**config.mk**
```make
export PLATFORM = sky130hd
export DESIGN_NAME = mcycle_control
export DESIGN_NICKNAME = d
export VERILOG_FILES = /design/src/rtl/mcycle_pkg.sv /design/src/rtl/mcycle_outdec.sv /design/src/rtl/mcycle_control.sv
export SDC_FILE = /design/constraint.sdc
export NUM_CORES = 1
export LEC_CHECK = 0
export CAP_MARGIN = 40
export CELL_PAD_IN_SITES_DETAIL_PLACEMENT = 1
export CELL_PAD_IN_SITES_GLOBAL_PLACEMENT = 1
export CORE_UTILIZATION = 27
export CTS_CLUSTER_DIAMETER = 200
export DETAILED_ROUTE_END_ITERATION = 10
export PLACE_DENSITY = 0.78
export SLEW_MARGIN = 0
export SYNTH_ARGS = -nofsm -noshare
export SYNTH_HDL_FRONTEND = slang
export SYNTH_HIERARCHICAL = 1
export SYNTH_SLANG_ARGS = --single-unit
```
**constraint.sdc**
```tcl
create_clock -name clk -period 2.2 [get_ports clk]
set_clock_uncertainty 0.1 [all_clocks]
set_input_delay 0.66 -clock clk [delete_from_list [all_inputs] [get_ports clk]]
set_output_delay 0.66 -clock clk [all_outputs]
set_load 0.02 [all_outputs]
```
**src/rtl/mcycle_pkg.sv**
```systemverilog
// Shared encodings for the multicycle MIPS main control FSM.
// MCYCLE_ADDI_EN adds the addi execute/writeback states.
package mcycle_pkg;

    typedef enum logic [3:0] {
        FETCH   = 4'd0,
        DECODE  = 4'd1,
        MEMADR  = 4'd2,
        MEMRD   = 4'd3,
        MEMWB   = 4'd4,
        MEMWR   = 4'd5,
        RTYPEEX = 4'd6,
        RTYPEWB = 4'd7,
        BEQEX   = 4'd8,
        JEX     = 4'd9
`ifdef MCYCLE_ADDI_EN
        ,
        ADDIEX  = 4'd10,
        ADDIWB  = 4'd11
`endif
    } state_t;

    localparam logic [5:0] OP_RTYPE = 6'b000000;
    localparam logic [5:0] OP_LW    = 6'b100011;
    localparam logic [5:0] OP_SW    = 6'b101011;
    localparam logic [5:0] OP_BEQ   = 6'b000100;
    localparam logic [5:0] OP_ADDI  = 6'b001000;
    localparam logic [5:0] OP_J     = 6'b000010;

    localparam logic [1:0] ALUOP_ADD   = 2'b00;
    localparam logic [1:0] ALUOP_SUB   = 2'b01;
    localparam logic [1:0] ALUOP_FUNCT = 2'b10;

    localparam logic [1:0] ALUB_REGB  = 2'b00;
    localparam logic [1:0] ALUB_FOUR  = 2'b01;
    localparam logic [1:0] ALUB_IMM   = 2'b10;
    localparam logic [1:0] ALUB_IMMSH = 2'b11;

    localparam logic [1:0] PCSRC_ALU    = 2'b00;
    localparam logic [1:0] PCSRC_ALUOUT = 2'b01;
    localparam logic [1:0] PCSRC_JUMP   = 2'b10;

    typedef struct packed {
        logic       mem_req;
        logic       iord;
        logic       memwrite;
        logic       irwrite;
        logic       regdst;
        logic       memtoreg;
        logic       regwrite;
        logic       alusrca;
        logic [1:0] alusrcb;
        logic [1:0] pcsrc;
        logic [1:0] aluop;
        logic       pcwrite;
        logic       branch;
    } ctrl_t;

    // Opcodes that DECODE dispatches; everything else is a NOP flagged illegal.
    function automatic logic op_known(input logic [5:0] op);
        logic known;
        case (op)
            OP_RTYPE, OP_LW, OP_SW, OP_BEQ, OP_J: known = 1'b1;
`ifdef MCYCLE_ADDI_EN
            OP_ADDI: known = 1'b1;
`endif
            default: known = 1'b0;
        endcase
        return known;
    endfunction

endpackage

```
**src/rtl/mcycle_outdec.sv**
```systemverilog
// Moore decode of the control state into datapath strobes and mux selects.
// MCYCLE_ADDI_EN adds the addi state decodes.
module mcycle_outdec
    import mcycle_pkg::*;
(
    input  state_t state,
    input  logic   mem_ready,
    output ctrl_t  ctrl
);

    always_comb begin
        ctrl = '0;
        case (state)
            FETCH: begin
                ctrl.mem_req = 1'b1;
                ctrl.alusrcb = ALUB_FOUR;
                ctrl.irwrite = mem_ready;
                ctrl.pcwrite = mem_ready;
            end
            DECODE: ctrl.alusrcb = ALUB_IMMSH;
            MEMADR: begin
                ctrl.alusrca = 1'b1;
                ctrl.alusrcb = ALUB_IMM;
            end
            MEMRD: begin
                ctrl.mem_req = 1'b1;
                ctrl.iord    = 1'b1;
            end
            MEMWB: begin
                ctrl.regwrite = 1'b1;
                ctrl.memtoreg = 1'b1;
            end
            // Write strobe stays up through stalls; memory commits on mem_ready.
            MEMWR: begin
                ctrl.mem_req  = 1'b1;
                ctrl.iord     = 1'b1;
                ctrl.memwrite = 1'b1;
            end
            RTYPEEX: begin
                ctrl.alusrca = 1'b1;
                ctrl.aluop   = ALUOP_FUNCT;
            end
            RTYPEWB: begin
                ctrl.regwrite = 1'b1;
                ctrl.regdst   = 1'b1;
            end
            BEQEX: begin
                ctrl.alusrca = 1'b1;
                ctrl.aluop   = ALUOP_SUB;
                ctrl.pcsrc   = PCSRC_ALUOUT;
                ctrl.branch  = 1'b1;
            end
`ifdef MCYCLE_ADDI_EN
            ADDIEX: begin
                ctrl.alusrca = 1'b1;
                ctrl.alusrcb = ALUB_IMM;
            end
            ADDIWB: ctrl.regwrite = 1'b1;
`endif
            JEX: begin
                ctrl.pcsrc   = PCSRC_JUMP;
                ctrl.pcwrite = 1'b1;
            end
            default: ctrl = '0;
        endcase
    end

endmodule

```
**src/rtl/mcycle_control.sv**
```systemverilog
// Multicycle MIPS main control: state register, next-state logic and strobe gating.
// MCYCLE_ADDI_EN enables the addi path; otherwise addi is treated as illegal.
module mcycle_control
    import mcycle_pkg::*;
(
    input  logic       clk,
    input  logic       rst_n,
    input  logic [5:0] opcode,
    input  logic       zero,
    input  logic       mem_ready,
    output logic       mem_req,
    output logic       iord,
    output logic       memwrite,
    output logic       irwrite,
    output logic       regdst,
    output logic       memtoreg,
    output logic       regwrite,
    output logic       alusrca,
    output logic [1:0] alusrcb,
    output logic [1:0] pcsrc,
    output logic [1:0] aluop,
    output logic       pcen,
    output logic       illegal_op,
    output logic [3:0] state
);

    state_t state_q;
    state_t state_d;
    ctrl_t  ctrl;

    always_ff @(posedge clk or negedge rst_n) begin
        if (!rst_n) state_q <= FETCH;
        else        state_q <= state_d;
    end

    always_comb begin
        state_d = state_q;
        case (state_q)
            FETCH:  if (mem_ready) state_d = DECODE;
            DECODE: begin
                case (opcode)
                    OP_LW, OP_SW: state_d = MEMADR;
                    OP_RTYPE:     state_d = RTYPEEX;
                    OP_BEQ:       state_d = BEQEX;
`ifdef MCYCLE_ADDI_EN
                    OP_ADDI:      state_d = ADDIEX;
`endif
                    OP_J:         state_d = JEX;
                    default:      state_d = FETCH;
                endcase
            end
            MEMADR: begin
                if (opcode == OP_LW)      state_d = MEMRD;
                else if (opcode == OP_SW) state_d = MEMWR;
                else                      state_d = FETCH;
            end
            MEMRD:   if (mem_ready) state_d = MEMWB;
            MEMWR:   if (mem_ready) state_d = FETCH;
            RTYPEEX: state_d = RTYPEWB;
`ifdef MCYCLE_ADDI_EN
            ADDIEX:  state_d = ADDIWB;
`endif
            default: state_d = FETCH;
        endcase
    end

    mcycle_outdec u_outdec (
        .state     (state_q),
        .mem_ready (mem_ready),
        .ctrl      (ctrl)
    );

    // The state register clears asynchronously to FETCH, whose decode raises
    // mem_req/irwrite; gate the strobes so nothing fires while rst_n is low.
    assign mem_req    = ctrl.mem_req  & rst_n;
    assign irwrite    = ctrl.irwrite  & rst_n;
    assign memwrite   = ctrl.memwrite & rst_n;
    assign regwrite   = ctrl.regwrite & rst_n;
    assign pcen       = rst_n & (ctrl.pcwrite | (ctrl.branch & zero));
    assign illegal_op = rst_n & (state_q == DECODE) & ~op_known(opcode);

    assign iord     = ctrl.iord;
    assign regdst   = ctrl.regdst;
    assign memtoreg = ctrl.memtoreg;
    assign alusrca  = ctrl.alusrca;
    assign alusrcb  = ctrl.alusrcb;
    assign pcsrc    = ctrl.pcsrc;
    assign aluop    = ctrl.aluop;
    assign state    = state_q;

endmodule

```
* After elaboration in Yosys (flattened, before gate mapping) *
Index checks and enable logic that the tools add are counted.

word-level totals
  flip-flop bits (word level) = 4
  word-level logic and storage cells = 57

operators by class
  equality and inequality tests = 16
  multiplexer cells = 21
  bitwise gates (word level) = 10
  reductions and logical operators = 9

operators by type and width
  operator                                                               number
  4-bit one-hot mux with 6 select lines                                  1
  4-bit by 3-bit equality test with 1-bit output, second input constant  4
  4-bit one-hot mux with 4 select lines                                  1
  6-bit equality test, second input constant                             2
  4-bit 2-to-1 mux                                                       3
  1-bit 2-to-1 mux                                                       10
  1-bit bitwise AND                                                      8
  4-bit by 2-bit equality test with 1-bit output, second input constant  2
  4-bit equality test, second input constant                             2
  2-bit one-hot mux with 2 select lines                                  2
  6-bit by 2-bit equality test with 1-bit output, second input constant  1
  6-bit by 3-bit equality test with 1-bit output, second input constant  1
  6-bit logical NOT                                                      1
  3-bit 2-to-1 mux                                                       2
  2-bit != test, second input constant                                   3
  2-bit one-hot mux with 3 select lines                                  1
  2-bit OR reduction                                                     3
  3-bit OR reduction                                                     2
  5-bit OR reduction                                                     1
  4-bit by 1-bit equality test with 1-bit output, second input constant  1
  4-bit logical NOT                                                      1
  3-bit AND reduction                                                    1
  1-bit one-hot mux with 2 select lines                                  1
  1-bit inverter                                                         1
  1-bit OR                                                               1

* Longest topological paths before layout *
Gate-level depths: netlist of the first run.

  depth after elaboration = 5
  mapped depth = 5
  mapped depth without buffers = 4

* Modules after synthesis *
The synthesis of the first run kept the hierarchy.

by module, submodules not included
  module          times used  cells each  area an instance (um^2)  sequential area each (um^2)
  mcycle_control  1           49          376.6                    100.1
  mcycle_outdec   1           34          241.5                    0.0

* Worst setup path after synthesis of the first run *
Ideal clock, no wire load.

  path type = register to output
  from = register state_q[0], in the netlist state[0]
  to = output port illegal_op
  data arrival time = 1.868 ns
  slack = -0.428 ns
  cell stages (with the launch flop) = 5
  cell sequence = dfrtp_1 > buf_2 > nand2b_1 > or3_1 > nor4_1

between the ends
  longest elaborated chain between the ends = 3

ends and longest elaborated chain
  element                                         RTL line              source
  start: declaration                              mcycle_control.sv:27  state_t state_q;
  start signal: assignment                        mcycle_control.sv:33  else state_q <= state_d;
  4-bit by 1-bit equality test with 1-bit output  mcycle_control.sv:80  assign illegal_op = rst_n & (state_q == DECODE) & ~op_known(opcode);
  1-bit bitwise AND (2 in series)                 mcycle_control.sv:80
  end: declaration                                mcycle_control.sv:23  output logic illegal_op,

Every way passes these cells.

* Worst setup path after layout of the first run *
  from = register state_q[1], in the netlist state[1]
  to = output port illegal_op

The elaborated chain is that of the path after synthesis.

==> metrics.csv, run 1 <==
stage;metric;value;unit
outcome;status;complete, but fails checks;
outcome;failing checks;negative setup slack;
place;placed instance count;156;
sta;worst slew margin relative to its limit;0.783;
synth;area share of the largest cell type after synthesis;0.162;
synth;netlist area before placement;618;µm²
detailed_routing;router iterations before antenna repair;4;
cts;number of levels the H-tree was split into;1;
synth;Area contributors post-synth;sky130_fd_sc_hd__dfrtp_1 (16%), sky130_fd_sc_hd__nor3_1 (6.5%), sky130_fd_sc_hd__and2_1 (5.1%), sky130_fd_sc_hd__nand2b_1 (5.1%), sky130_fd_sc_hd__nor2_1 (4.9%);
pwr;Final Total Pwr;0.000405;W
detailed_routing;Routed wire per std cell;19.9;µm
sta;shortest period the worst path allows;2.46;ns
layout;ratio of cells with drive above 1 in the final layout;0.642;
critical_path;Setup crit start;state[1]$_DFFE_PN0P_;
layout;number of fill cells in the layout;237;
critical_path;CP Data Arrival Time;1.70;ns
critical_path;kind of end point of the critical path;primary output;
cts;Hold Buf Count CTS;0;
floorplan;core area;2060;µm²
floorplan;I/O pin count;30;
place;final estimated routing congestion in global placement;0.800;
synth;sequential element share of the synthesized area;0.162;
critical_path;list of cells traversed by the critical path;nand2b_1 -> or3_1 -> nor4_4 -> buf_4;
layout;commonest cells after routing, fill and taps aside;sky130_fd_sc_hd__buf_4 (38), sky130_fd_sc_hd__buf_6 (15), sky130_fd_sc_hd__nor2_1 (6), sky130_fd_sc_hd__clkbuf_2 (6), sky130_fd_sc_hd__nor3_1 (5);
detailed_routing;DRC violation count after routing;0;
synth;number of distinct library cells after synthesis;34;
synth;cell type with the largest total area after synthesis;sky130_fd_sc_hd__dfrtp_1;
pwr;net switching power of the design;0.000148;W
cts;clock-pin slew reported for the worst setup and hold paths after clock tree synthesis;0.05;ns
synth;flip-flop cell with the highest count after synthesis;sky130_fd_sc_hd__dfrtp_1;
global_routing;initial antenna violation count;0;
place;PortBufs;29;
critical_path;kind of launch point of the worst setup path;register;
critical_path;reg2reg start;state[1]$_DFFE_PN0P_;
pwr;power density over the cells;293;nW/µm²
synth;synthesized area divided by synthesized cell count;7.45;µm²
cts;clk sink count;4;
cts;root buffer cell;sky130_fd_sc_hd__clkbuf_4;
layout;Area Growth Syn to Fin;123;%
critical_path;required time worst endpoint;1.44;ns
sta;number of hold-slack violations in the final timing report;0;
cts;clock tree from TritonCTS;built;
sta;max-slew violation count;0;
critical_path;largest fanout on the critical path;2;
layout;most frequent standard cell in the layout excluding fill and tap cells;sky130_fd_sc_hd__buf_4;
cts;number of buffers between clock root and the deepest sink;2;
cts;clock latency on the worst-skew pair;0.24;ns
pwr;Leak;0.643;nW
pwr;switching portion of total power;0.367;
pwr;combinational cell fraction of total power;0.532;
cts;Inserted Clock Buffers;3;
global_routing;gr usage total;0.239;
sta;Final setup viols;12;
sta;measured slew at the worst slew-check pin;0.323;ns
detailed_routing;Total Wirelength;3540;µm
layout;number of flip-flops under the largest register name;4;
global_routing;vias in the first global route;900;
critical_path;slowest cell on the critical path;sky130_fd_sc_hd__or3_1;
synth;post-synthesis cell count;83;
place;sum of net half-perimeters after detailed placement;1620;µm
critical_path;count of buffering cells on the critical path with inverters included;1;
sta;slack of the critical path;-0.259;ns
floorplan;starting density of the core;0.300;
layout;post-route core utilization;0.669;
hold_path;HP Class;in2async;
synth;flops & latches, synth;4;
flow_run;Max Cap Violations;0;
critical_path;classification of the worst setup path;reg2out;
detailed_routing;DRC violation total after the first TritonRoute iteration;20;
pwr;clock power share;0.264;
floorplan;Die Width;49.8;µm
layout;final antenna diode count;0;
floorplan;Die Y;49.8;µm
pwr;highest ir drop seen on vdd;0.000216;V
critical_path;crit-path max cell delay;0.41;ns
detailed_routing;count of nets left with antenna violations after detail routing;0;
detailed_routing;number of vias in the routed layout;957;
pwr;Sequential Power Share;0.204;
global_routing;first-pass GRT wire length;4400;µm
pwr;internal power;0.000256;W
floorplan;row cnt;16;
synth;count of flip-flops with a built-in enable after synthesis;0;
synth;proportion of synthesized flip-flops having asynchronous set or reset;1.00;
global_routing;aggregate global routing overflow;0;
critical_path;CP top delay family;simple AND/OR/NAND/NOR gates;
sta;final critical-path share of the clock period;1.12;
layout;number of standard cells in the layout, taps in and fillers out;178;
floorplan;die area;2480;µm²
synth;Yosys warnings;6;
layout;Final nets;162;
global_routing;pin count of the biggest net entering global routing;17;
detailed_routing;via count normalized by instance count;5.38;
sta;maximum operating frequency;0.407;GHz
synth;net count after synthesis;93;
sta;setup repair after global routing missed its margin;true;
-- metrics by stage --
step                TNS [ns]  worst slack (ns)  hold slack, ns  instance area (µm²)
floorplan            -0.0616           -0.0616           0.264                  637
global placement       -6.19             -1.01           0.487                 1090
detailed placement     -6.71             -1.03           0.496                 1090
CTS                   -0.673            -0.225           0.401                 1230
global route           -1.63            -0.306           0.434                 1380
finish                 -1.08            -0.259           0.443                 1380
-- cells in the mapped netlist (2+ instances only) --
cell,number
sky130_fd_sc_hd__nor3b_1,2
sky130_fd_sc_hd__nor3_1,8
sky130_fd_sc_hd__o21ai_0,3
sky130_fd_sc_hd__or2b_1,2
sky130_fd_sc_hd__a21oi_1,3
sky130_fd_sc_hd__buf_4,2
sky130_fd_sc_hd__or3b_1,3
sky130_fd_sc_hd__nor2_1,8
sky130_fd_sc_hd__buf_6,2
sky130_fd_sc_hd__nand2b_1,5
sky130_fd_sc_hd__nand3b_1,3
sky130_fd_sc_hd__nand2_1,3
sky130_fd_sc_hd__nor2b_1,3
sky130_fd_sc_hd__xnor2_1,3
sky130_fd_sc_hd__dfrtp_1,4
sky130_fd_sc_hd__o22ai_1,2
sky130_fd_sc_hd__buf_2,2
sky130_fd_sc_hd__inv_1,3
sky130_fd_sc_hd__nor4_1,2
sky130_fd_sc_hd__a31oi_1,2
sky130_fd_sc_hd__and2_1,5
-- per-layer routing --
metal | GRT usage | vias up | share of wire
met5 | 0 | - | 0
met4 | 0.0857 | 0 | 0.022
met3 | 0.0185 | 6 | 0.052
met2 | 0.475 | 46 | 0.54
met1 | 0.257 | 471 | 0.38
li1 | - | 434 | -
-- final timing paths --
path / end / slack [ns] / cells past startpoint
setup / recovery: illegal_op / -0.26 / 4
setup reg to reg: state[2]$_DFFE_PN0P_ / 0.28 / 8
max in group asynchronous: state[2]$_DFFE_PN0P_ / 1.42 / 2
min in group clk: state[0]$_DFFE_PN0P_ / 0.63 / 3
hold / removal: state[1]$_DFFE_PN0P_ / 0.44 / 2
hold reg to reg: state[0]$_DFFE_PN0P_ / 0.63 / 3
-- timing repair --
item,in CTS,in global routing
gates cloned,1,2
gates resized for setup,113,38
endpoints found under the setup margin,21,16
pin swaps,9,13
setup buffers,6,10
-- cell families (layout without fill, tap and decap cells) --
kind of cell    after synthesis  in the layout  synth area share
xor+xnor                      3              3            0.0425
flops                         4              4             0.162
simple gates                 51             51             0.520
compound gates               15             15             0.174
buf+inv                      10             78             0.101
-- final cells by class --
cell class	count	area, µm²	share of cell area
Timing Repair Buffer	71	618	0.448
Multi-Input combinational cell	69	586	0.425
Sequential cell	4	104	0.0753
Tap cell	27	33.8	0.0245
Clock buffer	4	26.3	0.0191
Inverter	3	11.3	0.00817
-- power groups by stage --
stage / registers, W / logic, W / clock network [W]
final: 0.0000824 / 0.000215 / 0.000107
after global routing: 0.0000829 / 0.000226 / 0.000114
after CTS: 0.0000814 / 0.000194 / 0.000106
after detailed placement: 0.0000808 / 0.000161 / 0
after global placement: 0.0000805 / 0.000156 / 0
after floorplan: 0.0000856 / 0.0000751 / 0
Note: power is estimated with default switching activity, not from simulation.
==> run 2: changes to the inputs <==
ABC_AREA = 0   (was not set)
CORE_UTILIZATION = 29   (was 27)
PLACE_DENSITY = 0.83   (was 0.78)
clock period = 3.01 ns   (was 2.2 ns; I/O delays follow)
==> run 2 against run 1 <==
Net effect: the flow now finishes without violations; global-route usage down 1.4 points; clock-buffer cell count down 1; first-iteration DRC count down 75%.
==> metrics.csv, run 2 (synthesis results as in run 1) <==
stage;metric;value;unit
layout;number of fill cells in the layout;239;
detailed_routing;via count normalized by instance count;5.12;
pwr;Sequential Power Share;0.248;
detailed_routing;router iterations before antenna repair;4;
critical_path;CP Data Arrival Time;1.97;ns
cts;root buffer cell;sky130_fd_sc_hd__clkbuf_4;
sta;measured slew at the worst slew-check pin;0.269;ns
sta;worst hold margin;0.537;ns
layout;number of flip-flops under the largest register name;4;
critical_path;largest fanout on the critical path;2;
layout;final antenna diode count;0;
sta;final critical-path share of the clock period;0.987;
layout;most frequent standard cell in the layout excluding fill and tap cells;sky130_fd_sc_hd__buf_4;
global_routing;initial antenna violation count;0;
layout;flip-flop and latch area;100;µm²
sta;setup repair after global routing missed its margin;false;
critical_path;kind of launch point of the worst setup path;input pin;
global_routing;gr usage total;0.226;
detailed_routing;Total Wirelength;2240;µm
pwr;combinational cell fraction of total power;0.465;
sta;worst slew margin relative to its limit;0.818;
hold_path;HP Class;reg2reg;
global_routing;first-pass GRT wire length;3550;µm
global_routing;pin count of the biggest net entering global routing;22;
layout;commonest cells after routing, fill and taps aside;sky130_fd_sc_hd__buf_4 (17), sky130_fd_sc_hd__clkdlybuf4s50_1 (15), sky130_fd_sc_hd__nor2_1 (8), sky130_fd_sc_hd__nor3_1 (8), sky130_fd_sc_hd__clkbuf_2 (8);
detailed_routing;number of vias in the routed layout;778;
place;PortBufs;29;
place;sum of net half-perimeters after detailed placement;1690;µm
pwr;net switching power of the design;0.0000827;W
global_routing;global routing usage on met2;0.416;
pwr;highest ir drop seen on vdd;0.000127;V
global_routing;vias in the first global route;783;
detailed_routing;DRC violation count after routing;0;
detailed_routing;DRC violation total after the first TritonRoute iteration;5;
critical_path;classification of the worst setup path;in2out;
sta;shortest period the worst path allows;2.97;ns
floorplan;Die Y;48.2;µm
place;placed instance count;148;
cts;clock tree from TritonCTS;built;
critical_path;kind of end point of the critical path;primary output;
cts;clk sink count;4;
floorplan;starting density of the core;0.312;
pwr;power density over the cells;229;nW/µm²
pwr;clock power share;0.288;
place;post-placement worst setup slack;-0.840;ns
floorplan;core area;1980;µm²
place;final estimated routing congestion in global placement;0.766;
sta;max-slew violation count;0;
sta;maximum operating frequency;0.337;GHz
global_routing;aggregate global routing overflow;0;
cts;Inserted Clock Buffers;3;
cts;number of buffers between clock root and the deepest sink;2;
floorplan;row cnt;16;
flow_run;Max Cap Violations;0;
cts;clock latency on the worst-skew pair;0.24;ns
layout;Final nets;137;
detailed_routing;count of nets left with antenna violations after detail routing;0;
pwr;switching portion of total power;0.348;
global_routing;grt met3 use;0.0481;
sta;slack of the critical path;0.0399;ns
layout;area of the multi-input gates;485;µm²
pwr;Leak;0.418;nW
floorplan;Die Width;48.2;µm
sta;Fin Setup TNS;0;ns
layout;ratio of cells with drive above 1 in the final layout;0.344;
layout;Area Growth Syn to Fin;67.8;%
outcome;status;finished, final reports clean;
global_routing;met1 Track Usage GR;0.257;
global_routing;GRT busiest layer;met2;
sta;Final setup viols;0;
pwr;internal power;0.000155;W
critical_path;required time worst endpoint;2.01;ns
cts;number of levels the H-tree was split into;1;
sta;number of hold-slack violations in the final timing report;0;
floorplan;I/O pin count;30;
cts;clock-pin slew reported for the worst setup and hold paths after clock tree synthesis;0.04;ns
floorplan;die area;2320;µm²
detailed_routing;Routed wire per std cell;14.7;µm
layout;number of standard cells in the layout, taps in and fillers out;152;
==> run 2: cell types whose count changed in the layout (fill, tap and decap cells not counted), sizes merged <==
cell and change:
buf -38, clkdlybuf4s50 +14, dlygate4sd2 -2, clkdlybuf4s15 +1, dlymetal6s2s -1
==> run 2: power by group through the flow <==
stage | sequential [W] | clock, W | combinational [W]
2_1_floorplan | 0.0000623 | 0 | 0.0000519
3_3_place_gp | 0.0000592 | 0 | 0.000107
3_5_place_dp | 0.0000594 | 0 | 0.000112
4_1_cts | 0.0000587 | 0.0000689 | 0.000112
5_1_grt | 0.0000591 | 0.0000720 | 0.000122
6_report | 0.0000589 | 0.0000684 | 0.000111
==> run 2: stage by stage <==
step / util / total power, W / instance area (µm²)
floorplan: - / 0.000114 / 618
global placement: 0.516 / 0.000166 / 1020
detailed placement: 0.516 / 0.000171 / 1020
CTS: 0.539 / 0.000240 / 1070
global route: 0.523 / 0.000253 / 1040
finish: 0.523 / 0.000238 / 1040
==> run 2: what timing repair did <==
action	CTS	global route
hold buffers	0	0
pin swaps	6	6
hold endpoints to repair	0	0
buffers inserted	1	0
setup endpoints to repair	7	6
gates resized for setup	39	14
==> run 2: layer usage <==
metal | vias up | routed length, µm | share of wire
met5 | - | 0 | 0
met4 | 0 | 27 | 0.012
met3 | 3 | 85 | 0.038
met2 | 28 | 1210 | 0.54
met1 | 363 | 912 | 0.41
li1 | 384 | - | -
==> run 2: final cells by class <==
class                           instances  area share
Inverter                                3      0.0109
Timing Repair Buffer                   46       0.370
Tap cell                               27      0.0326
Multi-Input combinational cell         69       0.468
Clock buffer                            3      0.0217
Sequential cell                         4      0.0965
==> run 2: worst paths after layout <==
| path | to | start | cells past startpoint | slack [ns] |
|---|---|---|---|---|
| max | illegal_op | opcode[0] | 5 | 0.04 |
| min | state[2]$_DFFE_PN0P_ | state[3]$_DFFE_PN0P_ | 2 | 0.54 |
| max reg2reg | state[2]$_DFFE_PN0P_ | state[1]$_DFFE_PN0P_ | 5 | 1.48 |
| min reg2reg | state[2]$_DFFE_PN0P_ | state[3]$_DFFE_PN0P_ | 2 | 0.54 |
| max in group asynchronous | state[1]$_DFFE_PN0P_ | rst_n | 2 | 1.82 |
| min in group asynchronous | state[2]$_DFFE_PN0P_ | rst_n | 2 | 0.88 |
==> run 2: critical path, stage by stage <==
cell,delay (ns)
sky130_fd_sc_hd__clkdlybuf4s15_1,0.18
sky130_fd_sc_hd__or4_4,0.50
sky130_fd_sc_hd__a21oi_4,0.16
sky130_fd_sc_hd__nor4_4,0.07
sky130_fd_sc_hd__buf_4,0.16
